$ cat src/rtl/data_inf_c_intc_s2m_mcast_if.sv
`default_nettype none
//------------------------------------------------------------------------------
// Module   : data_inf_c_intc_s2m_mcast_if
// Brief    : Stream bundle for the single-slave to multi-master multicast router.
//            The s_* group is the producer stream and the m_* group holds the
//            NUM consumer streams. The m_data vector packs one DSIZE-wide lane
//            per channel.
// Revision : 1.0 - initial release
//------------------------------------------------------------------------------
interface data_inf_c_intc_s2m_mcast_if #(
    parameter int NUM   = 8,
    parameter int DSIZE = 32
);
    logic [NUM-1:0]       s_mask;
    logic                 s_valid;
    logic [DSIZE-1:0]     s_data;
    logic                 s_last;
    logic                 s_ready;

    logic [NUM-1:0]       m_valid;
    logic [NUM*DSIZE-1:0] m_data;
    logic [NUM-1:0]       m_last;
    logic [NUM-1:0]       m_ready;

    // Router side: takes the producer stream in and drives the consumer streams.
    modport slave (
        input  s_mask, s_valid, s_data, s_last, m_ready,
        output s_ready, m_valid, m_data, m_last
    );

    // Environment side: the producer and the consumers.
    modport master (
        output s_mask, s_valid, s_data, s_last, m_ready,
        input  s_ready, m_valid, m_data, m_last
    );
endinterface
`default_nettype wire

$ cat src/rtl/data_inf_c_intc_s2m_mcast.sv
`default_nettype none
//------------------------------------------------------------------------------
// Module   : data_inf_c_intc_s2m_mcast
// Brief    : Single-slave to multi-master stream router with multicast masks.
//            It has an optional packet-level mask lock, exactly-once delivery
//            for each selected channel, and a saturating counter of dropped
//            beats. The datapath is one registered hold stage.
// Revision : 1.0 - initial release
//------------------------------------------------------------------------------
module data_inf_c_intc_s2m_mcast #(
    parameter int NUM      = 8,
    parameter int DSIZE    = 32,
    parameter int PKT_MODE = 1,
    parameter int CSIZE    = 16
) (
    input  wire                               clock,
    input  wire                               rst,
    data_inf_c_intc_s2m_mcast_if.slave        bus,
    output logic [CSIZE-1:0]                  drop_cnt,
    output logic                              busy
);

    localparam logic [CSIZE-1:0] c_CNT_MAX = '1;

    logic             r_hold_valid;
    logic [NUM-1:0]   r_pending;
    logic [DSIZE-1:0] r_hold_data;
    logic             r_hold_last;
    logic             r_in_pkt;
    logic [NUM-1:0]   r_lock_mask;
    logic [CSIZE-1:0] r_drop_cnt;

    logic [NUM-1:0]   w_eff_mask;
    logic [NUM-1:0]   w_left;
    logic             w_s_ready;
    logic             w_accept;
    logic             w_load;
    logic             w_drop;

    // Accept-side decode: effective mask, residual deliveries, and load/drop.
    always_comb begin
        w_eff_mask = bus.s_mask;
        if ((PKT_MODE != 0) && r_in_pkt) begin
            w_eff_mask = r_lock_mask;
        end
        // Channels still owed the held beat after this cycle's handshakes.
        w_left    = r_pending & ~bus.m_ready;
        w_s_ready = !r_hold_valid || (w_left == '0);
        w_accept  = bus.s_valid && w_s_ready;
        w_load    = w_accept && (w_eff_mask != '0);
        w_drop    = w_accept && (w_eff_mask == '0);
    end

    // Control state: hold occupancy, per-channel pending, packet lock, drops.
    always_ff @(posedge clock) begin
        if (rst) begin
            r_hold_valid <= 1'b0;
            r_pending    <= '0;
            r_in_pkt     <= 1'b0;
            r_lock_mask  <= '0;
            r_drop_cnt   <= '0;
        end else begin
            if (w_load) begin
                // Every pending bit is clearing this cycle, so the new beat
                // takes over the whole stage.
                r_hold_valid <= 1'b1;
                r_pending    <= w_eff_mask;
            end else if (r_hold_valid) begin
                r_pending <= w_left;
                if (w_left == '0) begin
                    r_hold_valid <= 1'b0;
                end
            end

            if (w_drop && (r_drop_cnt != c_CNT_MAX)) begin
                r_drop_cnt <= r_drop_cnt + CSIZE'(1);
            end

            // The packet lock is only taken when a packet spans several beats.
            if ((PKT_MODE != 0) && w_accept) begin
                if (bus.s_last) begin
                    r_in_pkt <= 1'b0;
                end else if (!r_in_pkt) begin
                    r_in_pkt    <= 1'b1;
                    r_lock_mask <= bus.s_mask;
                end
            end
        end
    end

    // Payload register: loaded only with beats that have somewhere to go.
    always_ff @(posedge clock) begin
        if (w_load) begin
            r_hold_data <= bus.s_data;
            r_hold_last <= bus.s_last;
        end
    end

    // Every channel sees the same held payload. Only its valid bit differs.
    generate
        for (genvar k = 0; k < NUM; k++) begin : g_mdata
            assign bus.m_data[k*DSIZE +: DSIZE] = r_hold_data;
        end
    endgenerate

    assign bus.m_valid = r_pending & {NUM{r_hold_valid}};
    assign bus.m_last  = {NUM{r_hold_last}};
    assign bus.s_ready = w_s_ready;
    assign drop_cnt    = r_drop_cnt;
    assign busy        = r_hold_valid | r_in_pkt;

endmodule
`default_nettype wire
$ cat src/flat_wrapper.sv
// flat-port wrapper written by rule: the top's interface ports become plain ports
module data_inf_c_intc_s2m_mcast_flat 
#(
    parameter int NUM      = 8,
    parameter int DSIZE    = 32,
    parameter int PKT_MODE = 1,
    parameter int CSIZE    = 16
)
  (clock, rst, drop_cnt, busy, bus_s_mask, bus_s_valid, bus_s_data, bus_s_last, bus_m_ready, bus_s_ready, bus_m_valid, bus_m_data, bus_m_last);
  data_inf_c_intc_s2m_mcast_if #(.NUM(NUM), .DSIZE(DSIZE)) bus_i ();
  input  wire clock;
  input  wire rst;
  output logic [CSIZE-1:0] drop_cnt;
  output logic busy;
  input wire logic [$bits(bus_i.s_mask)-1:0] bus_s_mask;
  input wire logic [$bits(bus_i.s_valid)-1:0] bus_s_valid;
  input wire logic [$bits(bus_i.s_data)-1:0] bus_s_data;
  input wire logic [$bits(bus_i.s_last)-1:0] bus_s_last;
  input wire logic [$bits(bus_i.m_ready)-1:0] bus_m_ready;
  output wire logic [$bits(bus_i.s_ready)-1:0] bus_s_ready;
  output wire logic [$bits(bus_i.m_valid)-1:0] bus_m_valid;
  output wire logic [$bits(bus_i.m_data)-1:0] bus_m_data;
  output wire logic [$bits(bus_i.m_last)-1:0] bus_m_last;
  assign bus_i.s_mask = bus_s_mask;
  assign bus_i.s_valid = bus_s_valid;
  assign bus_i.s_data = bus_s_data;
  assign bus_i.s_last = bus_s_last;
  assign bus_i.m_ready = bus_m_ready;
  assign bus_s_ready = bus_i.s_ready;
  assign bus_m_valid = bus_i.m_valid;
  assign bus_m_data = bus_i.m_data;
  assign bus_m_last = bus_i.m_last;
  data_inf_c_intc_s2m_mcast #(.NUM(NUM), .DSIZE(DSIZE), .PKT_MODE(PKT_MODE), .CSIZE(CSIZE)) u_core (.clock(clock), .rst(rst), .bus(bus_i), .drop_cnt(drop_cnt), .busy(busy));
endmodule
$ cat config.mk
export PLATFORM = sky130hd
export DESIGN_NAME = data_inf_c_intc_s2m_mcast_flat
export DESIGN_NICKNAME = d
export VERILOG_FILES = /design/src/rtl/data_inf_c_intc_s2m_mcast_if.sv /design/src/rtl/data_inf_c_intc_s2m_mcast.sv /design/src/flat_wrapper.sv
export SDC_FILE = /design/constraint.sdc
export NUM_CORES = 1
export LEC_CHECK = 0
export ABC_AREA = 1
export ABC_CLOCK_PERIOD_IN_PS = 3700
export BUFFER_PORTS_ARGS = -buffer_cell sky130_fd_sc_hd__clkbuf_2
export CAP_MARGIN = 20
export CORE_UTILIZATION = 30
export DETAILED_ROUTE_END_ITERATION = 8
export SETUP_SLACK_MARGIN = 0.05
export SYNTH_ARGS = -nofsm -noshare
export SYNTH_HDL_FRONTEND = slang
export SYNTH_SLANG_ARGS = --single-unit
$ cat constraint.sdc
create_clock -name clock -period 3.7 [get_ports clock]
set_input_delay 0.37 -clock clock [delete_from_list [all_inputs] [get_ports clock]]
set_output_delay 0.37 -clock clock [all_outputs]
set_load 0.1 [all_outputs]
Word level (Yosys, flattened, before mapping)
Cells that the tools add are included.
{"block": "word_totals", "out_inout_bits": 290, "in_bits": 52, "register_bits": 67}
{"block": "classes", "n_eq_ne": 1, "n_mux": 7, "bitwise_logic": 5, "n_reduce_logical": 11, "n_addsub": 1}
{"op": "$mux W8", "n": 3}
{"op": "$add A16 B1 Y16 const B", "n": 1}
{"op": "$and A8 B8 Y8", "n": 2}
{"op": "$logic_not A8 Y1", "n": 2}
{"op": "$ne A16 B16 Y1 const B", "n": 1}
{"op": "$not A8 Y8", "n": 1}
{"op": "$reduce_bool A8 Y1", "n": 1}
{"op": "$logic_and A1 B1 Y1", "n": 4}
{"op": "$mux W1", "n": 4}
{"op": "$reduce_and A2 Y1", "n": 1}
{"op": "$reduce_bool A2 Y1", "n": 1}
{"op": "$logic_not A1 Y1", "n": 1}
{"op": "$logic_or A1 B1 Y1", "n": 1}
{"op": "$not A1 Y1", "n": 1}
{"op": "$or A1 B1 Y1", "n": 1}

Longest topological paths before layout
Gate-level depths: netlist (run 1).
{"block": "logic_depth", "depth_word": 7, "ltp_mapped": 12, "mapped_depth_nobuf": 11}

Worst setup path before layout (run 1)
Ideal clock, no wire load.
{"block": "synth_path", "path_kind": "register to register", "startpoint": "register u_core.r_drop_cnt[0], in the netlist u_core.drop_cnt[0]", "endpoint": "register u_core.r_drop_cnt[5], in the netlist u_core.drop_cnt[5]", "arrival_time_ps": 2375, "n_path_buf": 1, "path_stages_with_launch": 11, "slack_ps": 1254, "setup_ps": 70, "required_time_ps": 3630, "synth_period_minus_slack_ps": 2446, "cell_sequence": "dfxtp_1 -> ha_1 -> nand2_2 -> nor2_2 -> nand2_2 -> nor2_2 -> nand2_2 -> nand3_4 -> buf_6 -> nand2_1 -> a21oi_1"}
{"block": "synth_via", "elab_chain_cells": 2, "word_cells_on_any_way": 3}
{"element": "start, declared", "line": "data_inf_c_intc_s2m_mcast.sv:31", "rtl": "logic [CSIZE-1:0] r_drop_cnt;"}
{"element": "start signal, assigned", "line": "data_inf_c_intc_s2m_mcast.sv:76", "rtl": "r_drop_cnt <= r_drop_cnt + CSIZE'(1);"}
{"element": "branches (longest 2 deep; another with $add A16 B1 Y16)"}
Several ways; the timed one is not identified.
A chain may end at the register's enable or synchronous reset.

Worst setup path after layout (run 1)
{"block": "layout_path", "startpoint": "register u_core.r_hold_valid", "endpoint": "output busy"}
{"block": "layout_via", "elab_chain_cells": 1}
{"element": "start, declared", "line": "data_inf_c_intc_s2m_mcast.sv:25", "rtl": "logic r_hold_valid;"}
{"element": "start signal, assigned", "line": "data_inf_c_intc_s2m_mcast.sv:57", "rtl": "r_hold_valid <= 1'b0;"}
{"element": "start signal, assigned", "line": "data_inf_c_intc_s2m_mcast.sv:66", "rtl": "r_hold_valid <= 1'b1;"}
{"element": "start signal, assigned", "line": "data_inf_c_intc_s2m_mcast.sv:71", "rtl": "r_hold_valid <= 1'b0;"}
{"element": "$or A1 B1 Y1", "line": "data_inf_c_intc_s2m_mcast.sv:110", "rtl": "assign busy = r_hold_valid | r_in_pkt;"}
{"element": "end, declared", "line": "flat_wrapper.sv:14", "rtl": "output logic busy;"}
Every way passes these cells.

==> results of run 1 <==
-- routing by layer --
metal	up-vias	track usage (%)
li1	1942	-
met1	1828	20.1
met2	156	23.9
met3	10	3.96
met4	0	3.68
met5	-	0
-- logic make-up after synthesis --
kind of cell    after synthesis  synth area share [%]
buf+inv                     290                  39.8
simple gates                206                  20.5
flops                        67                  33.1
compound gates               43                  5.15
xor+xnor                      7                  1.21
fa+ha+maj                     1                 0.247
-- path summary, 6_finish.rpt --
check / startpoint / endpoint / slack, ns
worst max-delay path: u_core.r_hold_valid / busy / 1.26
worst min-delay path: bus_s_data[29] / u_core.r_hold_data[29] / 0.21
worst max register to register: u_core.r_in_pkt / u_core.r_hold_data[3] / 1.43
worst min register to register: u_core.r_lock_mask[2] / u_core.r_lock_mask[2] / 0.46
-- layout make-up --
type                    count  area [sq um]
inverters                  41           154
well taps                 220           275
clock buffers               9           225
diodes                      1          2.50
repair buffers            343          1720
clock inverters             7          68.8
fillers                  1792         11000
flip-flops and latches     67          1670
multi-input cells         257          1370
-- cell usage after synthesis, types with 6 or more instances --
library cell / instances / area share [%]
sky130_fd_sc_hd__a21oi_2: 8 / 1.4
sky130_fd_sc_hd__nand2_2: 14 / 1.7
sky130_fd_sc_hd__nand3_1: 21 / 2.1
sky130_fd_sc_hd__nor2_1: 17 / 1.3
sky130_fd_sc_hd__nand3_2: 8 / 1.6
sky130_fd_sc_hd__a21oi_1: 26 / 2.6
sky130_fd_sc_hd__inv_1: 37 / 2.7
sky130_fd_sc_hd__buf_4: 232 / 34
sky130_fd_sc_hd__nand4_1: 28 / 3.5
sky130_fd_sc_hd__dfxtp_1: 34 / 13
sky130_fd_sc_hd__edfxtp_1: 33 / 20
sky130_fd_sc_hd__buf_2: 6 / 0.59
sky130_fd_sc_hd__nand2_1: 104 / 7.7
-- power by group through the flow --
stage               clock network, uW  logic, uW  registers, uW
finish                            848       2070            929
global placement                    0       2070            944
global route                      909       2110            939
floorplan                           0       1900           1100
detailed placement                  0       2070            945
CTS                               876       2070            930
-- metrics by stage --
| stage | power, uW | hold slack, ns | instances | setup WS [ns] |
|---|---|---|---|---|
| floorplan | 3000 | 0.441 | 614 | 1.25 |
| global placement | 3020 | 0.451 | 928 | 1.44 |
| finish | 3840 | 0.208 | 945 | 1.26 |
| detailed placement | 3020 | 0.454 | 928 | 1.41 |
| CTS | 3880 | 0.193 | 944 | 1.23 |
| global route | 3960 | 0.191 | 944 | 1.13 |
-- registers in the layout (all words and copies together), names as in the netlist --
register / flops
u_core.drop_cnt: 16
u_core.r_hold_data: 32
u_core.r_hold_last: 1
u_core.r_hold_valid: 1
u_core.r_in_pkt: 1
u_core.r_lock_mask: 8
u_core.r_pending: 8
-- layout by cell type, fill, tap and decap left out, drive strengths merged, types with 5 or more instances in the layout --
cell type,n
a21oi,35
clkbuf,350
clkinv,6
dfxtp,34
edfxtp,33
inv,40
nand2,119
nand3,31
nand4,28
nor2,24
o21ai,8
xor2,5
==> run_results.csv, run 1 <==
group,metric,value,unit
worst_setup_path,maximum_single_stage_delay_on_the_critical_path,0.69,ns
logic_synthesis,synth_edf_count,33,
timing,post_route_setup_tns,0,ns
finish,postLayoutCellArea,5490,sq um
global_routing,number_of_antenna_violations_at_the_first_check_in_global_routing,0,
finish,layout.nets,772,
global_routing,grt-ovfl-total,0,
timing,finalCriticalPeriod,2.44,ns
clock_tree,cts.reportedPaths.clkPinSlew,0.06,ns
run,max_cap_viol_count,0,
global_routing,wire_length_of_the_first_global_routing_pass,19700,microns
logic_synthesis,mappedNetlistArea,5060,sq um
worst_hold_path,min-delay-path-class,"in2reg",
global_routing,track_usage,15.0,%
placed_design,finalWeightedCongestion,0.790,
placed_design,dp_hpwl,10500,microns
clock_tree,holdBufCountCts,0,
route,detail_route.iter0.violations,225,
worst_setup_path,worst-r2r-cell-count,9,
clock_tree,number_of_gates_resized_after_cts,0,
logic_synthesis,post_synth_inst_count,614,
route,routed-wl-met2,6520,microns
route,antenna_violating_nets_post_route,0,
die,die-width,132,microns
power,switchingPower,2290,uW
power,vdd_drop_max,0.439,mV
timing,worst_slew_pin_slew,0.855,ns
power,share_clk_of_total_power,22.1,%
worst_setup_path,critical_path_depth,3,
clock_tree,cts.sink_count,67,
worst_setup_path,worst_setup_path_start_kind,"flip-flop",
route,post-route-drc-count,0,
logic_synthesis,syn-num-nets,667,
timing,report.final.slew_viol_count,0,
logic_synthesis,yosys_most_used_dff,"sky130_fd_sc_hd__dfxtp_1",
route,routed.top_layer,"met4",
timing,hold_violations,0,
logic_synthesis,postSynthAreaPerCell,8.23,sq um
die,core,16500,sq um
clock_tree,ctsLongestPathBuffers,2,
worst_setup_path,crit_fanout,17,
timing,max_clock_freq,0.410,GHz
clock_tree,clk_latency,0.33,ns
timing,slew-limit-headroom,43.0,%
worst_setup_path,path_delay_family,"buffers and inverters",
clock_tree,cts-buffers-inserted,9,
route,via_density_per_instance,4.17,
power,share_seq_of_total_power,24.2,%
clock_tree,tritoncts,"done",
route,detailroute.via_count,3936,
worst_setup_path,setup.worst_path.end_class,"output pin",
route,wl_met3,865,microns
worst_setup_path,cp_cell_sequence,"inv_1, nand2_1, clkbuf_2",
logic_synthesis,asyncSetResetFlopFracSynth,0,%
worst_setup_path,critical_path_arrival,2.07,ns
clock_tree,post-cts-setup-buffers,0,
global_routing,maximum_number_of_pins_on_one_net_before_global_route_repair,35,
timing,finClkSkew,0.00534,ns
route,detail_route.wirelength.met1,5830,microns
timing,setup-violations-final,0,
finish,synthToLayoutAreaGrowth,8.59,%
route,drt_pass1_iterations,4,
power,switching_share,59.7,%
worst_setup_path,worst-endpoint-required,3.33,ns
clock_tree,clock_tree.htree_level_count,3,
placed_design,placed_cell_area,5190,sq um
finish,layout-drive-gt1-share,55.8,%
power,intPower,1550,uW
logic_synthesis,post_synthesis_sequential_area_ratio,33.1,%
die,starting_density,30.6,%
finish,postLayoutCoreUtil,33.2,%
die,io_pins,342,
worst_setup_path,worstSetupPathType,"reg2out",
timing,post-route-period-util,65.9,%
global_routing,first_global_vias,3329,
die,fp-row-count,47,
placed_design,place.port_buffers,341,
power,total_leakage_power,0.00281,uW
worst_hold_path,holdPathStages,1,
logic_synthesis,synthesis.yosys.warnings,0,
die,fp.dieArea,17400,sq um
logic_synthesis,netlist-cell-type-count,34,
logic_synthesis,synth.ff_latch_count,67,
die,die_h,132,microns
power,p_per_area,700,nW/um^2
route,routed_wl,13400,microns
worst_setup_path,critical_path_buf_inv_count,2,
route,wl_per_cell,14.2,microns
outcome,run_status,"completed",
clock_tree,ctsRootBufferMaster,"sky130_fd_sc_hd__clkbuf_16",
timing,grt_setup_unrepaired,"no",
worst_setup_path,timing.critical_path.slowest_stage_cell,"sky130_fd_sc_hd__dfxtp_1",
power,combPwrFrac,53.8,%
Note: power is estimated with default switching activity, not from simulation.
==> inputs of run 2 (changes only) <==
--- a/config.mk
+++ b/config.mk
@@ -6,7 +6,7 @@
 export NUM_CORES = 1
 export LEC_CHECK = 0
 export ABC_AREA = 1
-export ABC_CLOCK_PERIOD_IN_PS = 3700
+export ABC_CLOCK_PERIOD_IN_PS = 2200
 export BUFFER_PORTS_ARGS = -buffer_cell sky130_fd_sc_hd__clkbuf_2
 export CAP_MARGIN = 20
 export CORE_UTILIZATION = 30
==> constraint.sdc (replaced) <==
create_clock -name clock -period 2.2 [get_ports clock]
set_input_delay 0.22 -clock clock [delete_from_list [all_inputs] [get_ports clock]]
set_output_delay 0.22 -clock clock [all_outputs]
set_load 0.1 [all_outputs]
==> run_results.csv, run 2 (synthesis gave the netlist of run 1 again) <==
group,metric,value,unit
timing,worst_slew_pin_slew,0.834,ns
global_routing,wire_length_of_the_first_global_routing_pass,20100,microns
worst_setup_path,cp_cell_sequence,"nand2_1, nand2_1, nor2_1, nand2_1, nand2_1, buf_4, buf_4",
finish,num_antenna_cells,0,
timing,post_route_setup_tns,0,ns
finish,regArea,1680,sq um
route,drt_pass1_iterations,4,
die,die_h,132,microns
clock_tree,holdBufCountCts,0,
clock_tree,cts.reportedPaths.clkPinSlew,0.06,ns
timing,finalCriticalPeriod,1.91,ns
finish,commonest_non_fill_non_tap_cell_in_the_layout,"sky130_fd_sc_hd__clkbuf_2",
power,vdd_drop_max,0.720,mV
worst_setup_path,setup.worst_path.end_class,"output pin",
worst_setup_path,critical-path-top-cell-by-count,"sky130_fd_sc_hd__nand2_1",
finish,top_register,"u_core.r_hold_data",
global_routing,grt-ovfl-total,0,
outcome,run_status,"completed",
route,detailroute.via_count,4019,
placed_design,place.port_buffers,341,
placed_design,finalWeightedCongestion,0.829,
worst_setup_path,worstSetupPathType,"reg2out",
die,fp.dieArea,17400,sq um
die,core,16500,sq um
timing,slew-limit-headroom,44.4,%
worst_setup_path,worst-endpoint-required,1.98,ns
route,antenna_violating_nets_post_route,0,
clock_tree,post-cts-setup-buffers,0,
timing,post-route-period-util,86.6,%
route,post-route-drc-count,0,
placed_design,place_worst_setup_slack,0.311,ns
clock_tree,number_of_gates_resized_after_cts,0,
die,die-width,132,microns
finish,fillerInstances,1771,
finish,multi_input_area,1370,sq um
clock_tree,cts-buffers-inserted,9,
power,p_per_area,1200,nW/um^2
worst_setup_path,timing.critical_path.slowest_stage_cell,"sky130_fd_sc_hd__dfxtp_1",
timing,max_clock_freq,0.525,GHz
clock_tree,clk_latency,0.34,ns
timing,worst_slack,0.294,ns
finish,layout-drive-gt1-share,57.6,%
route,via_density_per_instance,4.23,
clock_tree,cts.sink_count,67,
worst_setup_path,crit_fanout,10,
worst_setup_path,rr_startpoint,"u_core.r_in_pkt",
worst_setup_path,timing.critical_path.from,"u_core.r_pending[3]",
timing,grt_setup_unrepaired,"no",
global_routing,track_usage,15.4,%
worst_setup_path,reg2reg_setup_slack,0.31,ns
clock_tree,clock_tree.htree_level_count,3,
finish,most-common-layout-cells,"sky130_fd_sc_hd__clkbuf_2 (339), sky130_fd_sc_hd__nand2_1 (104), sky130_fd_sc_hd__inv_1 (36)",
finish,largest_register_ff_count,32,
timing,finClkSkew,0.00804,ns
finish,layout.nets,779,
global_routing,first_global_vias,3475,
worst_setup_path,worst_setup_path_start_kind,"flip-flop",
die,fp-row-count,47,
clock_tree,ctsLongestPathBuffers,2,
finish,synthToLayoutAreaGrowth,11.2,%
global_routing,number_of_antenna_violations_at_the_first_check_in_global_routing,0,
worst_setup_path,critical_path_arrival,1.69,ns
timing,finalHoldWorstSlack,0.0560,ns
timing,setup-violations-final,0,
route,routed_wl,13700,microns
clock_tree,tritoncts,"done",
placed_design,dp_hpwl,10900,microns
route,wl_per_cell,14.4,microns
worst_setup_path,worst-r2r-cell-count,12,
clock_tree,ctsRootBufferMaster,"sky130_fd_sc_hd__clkbuf_16",
global_routing,maximum_number_of_pins_on_one_net_before_global_route_repair,35,
timing,report.final.slew_viol_count,0,
worst_hold_path,min-delay-path-class,"in2reg",
route,detail_route.iter0.violations,203,
worst_hold_path,timing.hold.worst.start,"bus_s_data[21]",
worst_setup_path,r2r_end,"u_core.r_pending[1]",
die,io_pins,342,
timing,hold_violations,0,
die,starting_density,30.6,%
worst_setup_path,worst_setup_path_endpoint,"bus_s_ready",
power,total_leakage_power,0.00287,uW
run,max_cap_viol_count,0,
worst_setup_path,maximum_single_stage_delay_on_the_critical_path,0.35,ns
## run 2: changes by cell type in the layout (fill, tap and decap cells not counted), sizes merged
cell and delta:
clkinv -1, buf +9, bufinv +2, inv -1, clkbuf -2, diode -1
## run 2: critical path: cells and delay by family (launching register included)
kind | cells | cell delay (ns)
and+or+nand+nor | 5 | 0.49
buffers and inverters | 2 | 0.50
DFF | 1 | 0.35
## run 2: how the worst min path moves through the flow
stage,end,slack [ns],cells after the start
2_1_floorplan,u_core.r_hold_data[0],0.32,0
3_3_place_gp,u_core.r_hold_data[23],0.40,1
3_5_place_dp,u_core.r_hold_data[5],0.40,1
4_1_cts,u_core.r_hold_data[28],0.04,1
5_1_grt,u_core.r_hold_data[14],0.03,1
6_report,u_core.r_hold_data[21],0.06,1
## run 2: metrics by stage
| stage | cells | total power (uW) | util, % | area, sq um |
|---|---|---|---|---|
| floorplan | 614 | 5050 | - | 5070 |
| global placement | 935 | 5100 | 31.9 | 5280 |
| detailed placement | 935 | 5100 | 31.9 | 5280 |
| CTS | 951 | 6780 | 34.0 | 5620 |
| global route | 951 | 6920 | 34.0 | 5620 |
| finish | 951 | 6730 | 34.0 | 5620 |
## run 2: layout make-up
class	count	area share (%)
Clock buffer	9	4.01
Sequential cell	67	29.9
Inverter	41	2.80
Tap cell	220	4.90
Clock inverter	7	2.07
Multi-Input combinational cell	257	24.4
Timing Repair Buffer	350	31.9
## run 2: per-layer routing
metal | global-route usage [%] | part of all wire, %
met5 | 0 | 0
met4 | 4.78 | 1.2
met3 | 4.69 | 5.9
met2 | 24.6 | 48
met1 | 20.0 | 45
## run 2: power breakdown
group          leakage, uW  internal, uW  total, uW  switching, uW
Sequential        0.000601          1400       1560            162
Clock             0.000167          1100       1660            551
Combinational      0.00211           352       3510           3150
